--- config.mk ---
export PLATFORM = sky130hd
export DESIGN_NAME = data_mem_bridge
export DESIGN_NICKNAME = d
export VERILOG_FILES = /design/src/rtl/data_mem_bridge_pkg.sv /design/src/rtl/bridge_wait_timer.sv /design/src/rtl/data_mem_bridge.sv
export SDC_FILE = /design/constraint.sdc
export NUM_CORES = 1
export LEC_CHECK = 0
export ABC_AREA = 1
export CELL_PAD_IN_SITES_DETAIL_PLACEMENT = 1
export CELL_PAD_IN_SITES_GLOBAL_PLACEMENT = 1
export CORE_ASPECT_RATIO = 0.6
export CORE_MARGIN = 3
export CORE_UTILIZATION = 39
export DETAILED_ROUTE_END_ITERATION = 10
export PLACE_DENSITY_LB_ADDON = 0.1
export SETUP_SLACK_MARGIN = 0.05
export SKIP_CTS_REPAIR_TIMING = 1
export SLEW_MARGIN = 25
export SYNTH_ARGS = -nofsm -noshare
export SYNTH_HDL_FRONTEND = slang
export SYNTH_SLANG_ARGS = --single-unit
export TNS_END_PERCENT = 1
--- constraint.sdc ---
create_clock -name clk_i -period 2.83 [get_ports clk_i]
set_input_delay 0.566 -clock clk_i [delete_from_list [all_inputs] [get_ports clk_i]]
set_output_delay 0.566 -clock clk_i [all_outputs]
set_load 0.005 [all_outputs]
--- src/rtl/data_mem_bridge_pkg.sv ---
// rtl/data_mem_bridge_pkg.sv - shared types and widths for data_mem_bridge
package data_mem_bridge_pkg;

   localparam int WORD_W         = 22;
   localparam int BYTES_PER_WORD = 3;
   localparam int BUS_ADR_W      = 24;

   typedef enum logic [1:0] {
      ST_IDLE,
      ST_REQ,
      ST_GAP,
      ST_DONE
   } state_e;

   // Little-endian lane select; the top lane carries only the six upper word bits.
   function automatic logic [7:0] word_byte(input logic [WORD_W-1:0] w, input logic [1:0] idx);
      logic [7:0] b;
      case (idx)
         2'd0:    b = w[7:0];
         2'd1:    b = w[15:8];
         default: b = {2'b00, w[21:16]};
      endcase
      return b;
   endfunction

endpackage

--- src/rtl/bridge_wait_timer.sv ---
// rtl/bridge_wait_timer.sv - per-byte no-ack counter that expires after WAIT_MAX idle REQ cycles
module bridge_wait_timer #(
   parameter int WAIT_MAX = 15
) (
   input  logic clk_i,
   input  logic rst_i,
   input  logic clr_i,
   input  logic inc_i,
   output logic expire_o
);

   localparam int CNT_W = $clog2(WAIT_MAX + 1);

   logic [CNT_W-1:0] cnt_q, cnt_d;

   // Fires on the no-ack cycle that would make the count reach WAIT_MAX.
   assign expire_o = inc_i && (cnt_q == CNT_W'(WAIT_MAX - 1));

   always_comb begin
      cnt_d = cnt_q;
      if (clr_i) begin
         cnt_d = '0;
      end else if (inc_i && !expire_o) begin
         cnt_d = cnt_q + 1'b1;
      end
   end

   always_ff @(posedge clk_i) begin
      if (rst_i) begin
         cnt_q <= '0;
      end else begin
         cnt_q <= cnt_d;
      end
   end

endmodule

--- src/rtl/data_mem_bridge.sv ---
// rtl/data_mem_bridge.sv - carries 22-bit data-memory accesses as three byte transfers on a req/ack bus
// Optional feature macro: DATA_MEM_BRIDGE_POSTED_WRITE_EN (one-entry posted store buffer).
module data_mem_bridge
   import data_mem_bridge_pkg::*;
#(
   parameter int WAIT_MAX = 15
) (
   input  logic                 clk_i,
   input  logic                 rst_i,
   input  logic                 cpu_req_i,
   input  logic                 cpu_we_i,
   input  logic [WORD_W-1:0]    cpu_adr_i,
   input  logic [WORD_W-1:0]    cpu_wdata_i,
   output logic [WORD_W-1:0]    cpu_rdata_o,
   output logic                 cpu_stall_o,
   output logic                 bus_req_o,
   output logic                 bus_we_o,
   output logic [BUS_ADR_W-1:0] bus_adr_o,
   output logic [7:0]           bus_wdata_o,
   input  logic [7:0]           bus_rdata_i,
   input  logic                 bus_ack_i,
   output logic                 bus_err_o
);

   state_e               state_q, state_d;
   logic [1:0]           idx_q, idx_d, idx_nxt;
   logic [WORD_W-1:0]    adr_q, adr_d, wdata_q, wdata_d;
   logic [WORD_W-1:0]    cpu_rdata_q, cpu_rdata_d;
   logic                 we_q, we_d, posted_q, posted_d;
   logic [15:0]          rbuf_q, rbuf_d;
   logic                 bus_req_q, bus_req_d, bus_we_q, bus_we_d;
   logic                 bus_err_q, bus_err_d;
   logic [BUS_ADR_W-1:0] bus_adr_q, bus_adr_d;
   logic [7:0]           bus_wdata_q, bus_wdata_d;
   logic                 tmr_clr, tmr_inc, tmr_expire;
   logic                 stall_c, finish;

   assign idx_nxt = idx_q + 2'd1;

   bridge_wait_timer #(.WAIT_MAX(WAIT_MAX)) u_timer (
      .clk_i    (clk_i),
      .rst_i    (rst_i),
      .clr_i    (tmr_clr),
      .inc_i    (tmr_inc),
      .expire_o (tmr_expire)
   );

   always_comb begin
      state_d     = state_q;
      idx_d       = idx_q;
      adr_d       = adr_q;
      we_d        = we_q;
      wdata_d     = wdata_q;
      posted_d    = posted_q;
      rbuf_d      = rbuf_q;
      cpu_rdata_d = cpu_rdata_q;
      bus_req_d   = bus_req_q;
      bus_we_d    = bus_we_q;
      bus_adr_d   = bus_adr_q;
      bus_wdata_d = bus_wdata_q;
      bus_err_d   = bus_err_q;
      tmr_clr     = 1'b0;
      tmr_inc     = 1'b0;
      stall_c     = 1'b0;
      finish      = 1'b0;

      case (state_q)
         ST_IDLE: begin
`ifdef DATA_MEM_BRIDGE_POSTED_WRITE_EN
            stall_c = cpu_req_i && !cpu_we_i;
`else
            stall_c = cpu_req_i;
`endif
            if (cpu_req_i) begin
               adr_d       = cpu_adr_i;
               we_d        = cpu_we_i;
               wdata_d     = cpu_wdata_i;
               idx_d       = 2'd0;
`ifdef DATA_MEM_BRIDGE_POSTED_WRITE_EN
               posted_d    = cpu_we_i;
`else
               posted_d    = 1'b0;
`endif
               bus_req_d   = 1'b1;
               bus_we_d    = cpu_we_i;
               bus_adr_d   = {cpu_adr_i, 2'd0};
               bus_wdata_d = word_byte(cpu_wdata_i, 2'd0);
               tmr_clr     = 1'b1;
               state_d     = ST_REQ;
            end
         end
         ST_REQ: begin
            // A posted store only holds the pipeline when a new access queues behind it.
            stall_c = posted_q ? cpu_req_i : 1'b1;
            tmr_inc = !bus_ack_i;
            if (bus_ack_i) begin
               if (!we_q) begin
                  case (idx_q)
                     2'd0:    rbuf_d[7:0]  = bus_rdata_i;
                     2'd1:    rbuf_d[15:8] = bus_rdata_i;
                     default: cpu_rdata_d  = WORD_W'({bus_rdata_i, rbuf_q});
                  endcase
               end
               if (idx_q < 2'(BYTES_PER_WORD - 1)) begin
                  bus_req_d = 1'b0;
                  state_d   = ST_GAP;
               end else begin
                  finish = 1'b1;
               end
            end else if (tmr_expire) begin
               bus_err_d = 1'b1;
               if (!we_q) begin
                  cpu_rdata_d = '0;
               end
               finish = 1'b1;
            end
         end
         ST_GAP: begin
            stall_c     = posted_q ? cpu_req_i : 1'b1;
            idx_d       = idx_nxt;
            bus_req_d   = 1'b1;
            bus_we_d    = we_q;
            bus_adr_d   = {adr_q, idx_nxt};
            bus_wdata_d = word_byte(wdata_q, idx_nxt);
            tmr_clr     = 1'b1;
            state_d     = ST_REQ;
         end
         default: begin
            state_d = ST_IDLE;
         end
      endcase

      if (finish) begin
         bus_req_d = 1'b0;
         posted_d  = 1'b0;
         state_d   = posted_q ? ST_IDLE : ST_DONE;
      end
   end

   always_ff @(posedge clk_i) begin
      if (rst_i) begin
         state_q     <= ST_IDLE;
         idx_q       <= '0;
         adr_q       <= '0;
         we_q        <= 1'b0;
         wdata_q     <= '0;
         posted_q    <= 1'b0;
         rbuf_q      <= '0;
         cpu_rdata_q <= '0;
         bus_req_q   <= 1'b0;
         bus_we_q    <= 1'b0;
         bus_adr_q   <= '0;
         bus_wdata_q <= '0;
         bus_err_q   <= 1'b0;
      end else begin
         state_q     <= state_d;
         idx_q       <= idx_d;
         adr_q       <= adr_d;
         we_q        <= we_d;
         wdata_q     <= wdata_d;
         posted_q    <= posted_d;
         rbuf_q      <= rbuf_d;
         cpu_rdata_q <= cpu_rdata_d;
         bus_req_q   <= bus_req_d;
         bus_we_q    <= bus_we_d;
         bus_adr_q   <= bus_adr_d;
         bus_wdata_q <= bus_wdata_d;
         bus_err_q   <= bus_err_d;
      end
   end

   assign cpu_stall_o = stall_c && !rst_i;
   assign cpu_rdata_o = cpu_rdata_q;
   assign bus_req_o   = bus_req_q;
   assign bus_we_o    = bus_we_q;
   assign bus_adr_o   = bus_adr_q;
   assign bus_wdata_o = bus_wdata_q;
   assign bus_err_o   = bus_err_q;

endmodule

# Word-level counts from Yosys, hierarchy flattened
# Index checks and enable logic that the tools add are counted.
[word_totals]
reg_bits = 126
inputBits = 57
output_inout_bits = 58
[classes]
n_addsub = 2
n_eq_ne = 12
n_bitwise = 2
n_reduce_logical = 24
n_lt_le_gt_ge = 1
muxes = 31
[op_table]
columns = ["operator", "n"]
rows = [
  ["22-bit 2-to-1 mux", 5],
  ["24-bit case mux with 2 select lines", 1],
  ["8-bit case mux with 2 select lines", 2],
  ["24-bit 2-to-1 mux", 1],
  ["4-bit AND reduction", 4],
  ["1-bit 2-to-1 mux", 10],
  ["2-bit 2-to-1 mux", 5],
  ["3-bit inequality test (second input constant)", 3],
  ["8-bit 2-to-1 mux", 1],
  ["2-bit inequality test (second input constant)", 4],
  ["2-bit OR reduction", 4],
  ["2-bit by 1-bit == test with 1-bit output (second input constant)", 3],
  ["2-bit zero test", 3],
  ["1-bit case mux with 2 select lines", 3],
  ["2-bit case mux with 3 select lines", 1],
  ["3-bit AND reduction", 2],
  ["4-bit by 1-bit adder with 4-bit output (second input constant)", 1],
  ["4-bit == test (second input constant)", 1],
  ["2-bit case mux with 2 select lines", 1],
  ["2-bit AND reduction", 2],
  ["2-bit nonzero test", 2],
  ["1-bit logical AND", 3],
  ["1-bit zero test", 3],
  ["1-bit case mux with 3 select lines", 1],
  ["5 further kinds", 6],
]

# Logic depth before layout (Yosys ltp)
[depth]
depth_word = 8
ltp_mapped = 10
mapped_depth_nobuf = 9

# Cells and area by module
# Synthesis repeated with hierarchy kept, for this count alone.
[unflattened]
cells_unflattened = 729
area_unflattened_um2 = 5285.1
[by_module_without_submodules]
columns = ["module", "cells_per_inst", "seq_area_each_um2", "instances", "area_per_inst_um2"]
rows = [
  ["data_mem_bridge", 697, 2402.3, 1, 5044.8],
  ["bridge_wait_timer", 32, 80.1, 1, 240.2],
]

# Least setup slack after synthesis
# No wires, ideal clock.
[synth_path]
path_kind = "input to output"
start = "input rst_i"
end = "output cpu_stall_o"
required_ns = 2.264
stages = 5
arrival_time_ns = 1.209
n_path_buf = 2
setup_slack_ns = 1.055
path_cell_list = "buf_2 -> inv_2 -> clkbuf_1 -> o211ai_1 -> inv_1"
[synth_via]
elab_chain_cells = 2
[synth_lines]
columns = ["item", "line", "text"]
rows = [
  ["from (decl)", "data_mem_bridge.sv:9", "input logic rst_i,"],
  ["1-bit zero test", "data_mem_bridge.sv:172", "assign cpu_stall_o = stall_c && !rst_i;"],
  ["1-bit logical AND", "data_mem_bridge.sv:172", ""],
  ["to (decl)", "data_mem_bridge.sv:15", "output logic cpu_stall_o,"],
]
# Every way passes these cells.

# Final worst setup path
[layout_path]
start = "register state_q[1]"
end = "output cpu_stall_o"
[layout_via]
elab_chain_cells = 4
word_cells_on_any_way = 6
classes_between = "eq/ne (2); mux (1); reduce/logical (3)"
[layout_lines]
columns = ["item", "line", "text"]
rows = [
  ["from (decl)", "data_mem_bridge.sv:25", "state_e state_q, state_d;"],
  ["from (signal assigned)", "data_mem_bridge.sv:156", "state_q <= state_d;"],
  ["2-bit == test / 2-bit by 1-bit == test with 1-bit output (equally long branches)", "data_mem_bridge.sv:67", "case (state_q)"],
  ["2-bit OR reduction (no line)", "-", ""],
  ["1-bit case mux with 2 select lines (*)", "data_mem_bridge.sv:67", ""],
  ["1-bit logical AND (*)", "data_mem_bridge.sv:172", ""],
]
# Mark *: on every way between the ends. The rest lies on a longest branch, timed or not.

==> results.json <==
{
  "antenna_left": 0,
  "clk_pin_slew_ns": 0.06,
  "initial_core_util": 0.4037,
  "dieHeight_um": 93.11,
  "wire_per_inst_um": 17.39,
  "synth_cells": 643,
  "vdd_drop_max_uv": 421.3,
  "critPathLaunchType": "flop",
  "async_reset_ff_frac": 0,
  "drt_iter0_drc": 219,
  "use_met1": 0.3207,
  "drive_gt1_frac": 0.07437,
  "mostFrequentLayoutCell": "nor2_1",
  "max_stage_delay_ns": 0.43,
  "cts_tree": "built",
  "cp_max_fo": 4,
  "slew_viol_final": 0,
  "p_per_area_nw_per_um2": 741.3,
  "maxSlewHeadroom": 0.4455,
  "hold_violations": 0,
  "dpl.hpwl_um": 10290,
  "maxCapViolCount": 0,
  "cp.arrival_ns": 2.10,
  "grt_pass1_vias": 4974,
  "yosysUniqueCellTypes": 30,
  "vias_per_cell": 5.247,
  "grt_pass1_wl_um": 25410,
  "grt-busiest-layer": "met2",
  "synthesis.area_um2": 4932,
  "antenna_cells": 0,
  "grt_use_met3": 0.04165,
  "layout_common_cells": "nor2_1, dfxtp_1, clkdlybuf4s50_1, nand2_1, o21ai_0",
  "layout_setup_ws_ns": 0.1674,
  "finalSetupTns_ns": 0,
  "io_buffers": 114,
  "hold_class": "reg -> reg",
  "via_count": 4817,
  "critPathTopFamily": "buffers and inverters",
  "place.gp.congestion": 0.7759,
  "status": "finished clean",
  "fmax_ghz": 0.3756,
  "syn2layout_area_growth_pct": 37.11,
  "timing.final.crit_share": 0.9408,
  "ios": 115,
  "htreeDepth": 4,
  "antenna_found_initial": 0,
  "syn_nets": 711,
  "cts_root_buffer": "clkbuf_16",
  "dp_slack_ns": 0.3386,
  "worstPathRequired_ns": 2.26,
  "core_area_um2": 12220,
  "cp_cell_sequence": "inv_1, ha_1, nand2_1, inv_2, o211ai_1, inv_1, clkdlybuf4s50_1",
  "leakagePower_nw": 2.591,
  "drt_wl_total_um": 15970,
  "drc": 0,
  "grt_usage": 0.2289,
  "first_pass_iters": 4,
  "clock_path_buffers": 2,
  "grt_max_degree": 95,
  "endpoint_kind": "output pin",
  "ys_ff_latch": 124,
  "cp_common_cell": "inv_1",
  "yosysSeqAreaShare": 0.5033,
  "synth_flop_cell": "dfxtp_1",
  "dieArea_um2": 14080,
  "cts_buffers": 17,
  "clock_skew_ns": 0.008563,
  "crit_buf_inv": 4,
  "row_count": 31,
  "grt_use_met2": 0.3569,
  "cts_sinks": 124,
  "gr-total-overflow": 0,
  "period_needed_ns": 2.663,
  "grt_setup_unrepaired": "no",
  "yosysWarnings": 0,
  "finalNetCount": 808,
  "clk_latency_ns": 0.41,
  "worst_pin_slew_ns": 0.8318,
  "synth_edf_count": 0,
  "syn_avg_cell_area_um2": 7.671,
  "crit_type": "reg -> out",
  "finalSetupViolCount": 0,
  "cpMaxStageDelayCell": "clkdlybuf4s50_1",
  "die_w_um": 151.2
}
-- report_power, final --
part	internal (mW)	switching (mW)
registers	1.91	0.102
logic	0.340	0.432
clock network	1.45	0.781
-- registers in the layout, summed over array words and instances (netlist names), 2 cells and up --
register	cells
cpu_rdata_o	22
state_q	2
u_timer.cnt_q	4
wdata_q	22
rbuf_q	16
bus_adr_o	23
bus_wdata_o	8
adr_q	22
-- stage by stage --
| step | total power [mW] | util | cells | hold WS, ns | instance area (um^2) |
|---|---|---|---|---|---|
| after floorplan | 2.427 | - | 643 | 0.4505 | 4932 |
| after global placement | 2.763 | 0.5033 | 886 | 0.4517 | 6150 |
| after detailed placement | 2.803 | 0.5033 | 886 | 0.4572 | 6150 |
| after CTS | 5.055 | 0.5534 | 918 | 0.4662 | 6761 |
| after global routing | 5.222 | 0.5535 | 918 | 0.4881 | 6763 |
| final | 5.013 | 0.5535 | 918 | 0.4643 | 6763 |
-- path summary, 6_finish.rpt --
path             startpoint                to  cells past startpoint  slack, ns
max              state_q[1]       cpu_stall_o                      7       0.17
min          cpu_rdata_o[5]    cpu_rdata_o[5]                      2       0.46
max reg2reg      state_q[1]  u_timer.cnt_q[1]                      6       0.75
min reg2reg  cpu_rdata_o[5]    cpu_rdata_o[5]                      2       0.46
-- synthesized netlist by cell type (7+ instances only) --
master    count  share of area
a21oi_1      46          0.047
o21ai_1      26          0.026
ha_1         11          0.028
clkbuf_1     24          0.018
dfxtp_1     124           0.50
inv_1        11         0.0084
buf_2        11          0.011
nand3_1      38          0.039
a31oi_1      23          0.029
inv_2         8         0.0061
o21ai_0      67          0.068
nor2_1      129          0.098
o211ai_1      7          0.011
nand2_1      93          0.071
-- metal layers --
metal | wire length, um | part of all wire
met5 | 0 | 0
met4 | 166 | 0.010
met1 | 7858 | 0.49
met2 | 7258 | 0.45
met3 | 683 | 0.043
-- worst register-to-register path: stages (launching register included) --
cell and delay [ns]:
dfxtp_1 0.39, inv_1 0.13, ha_1 0.26, nand2_1 0.18
buf_4 0.46, nand3_1 0.26, a211oi_1 0.29
-- cell families (layout without fill, tap and decap cells) --
family,after synthesis,after routing,share of synthesized area
and+or+nand+nor,266,266,0.2164
AOI/OAI and AO/OA,176,176,0.1928
DFF,124,124,0.5033
buffers and inverters,65,175,0.05784
adders and majority gates,11,11,0.02790
xor gates and xnor gates,1,1,0.001776
-- cell type report --
type / count / area [um^2]
fill: 1486 / 5455
sequential: 124 / 2484
multi-input combinational: 454 / 2176
timing repair buffer: 123 / 1209
clock buffer: 21 / 470.5
tap: 165 / 206.4
clock inverter: 11 / 141.4
inverter: 20 / 76.32
Note: power is estimated with default switching activity, not from simulation.
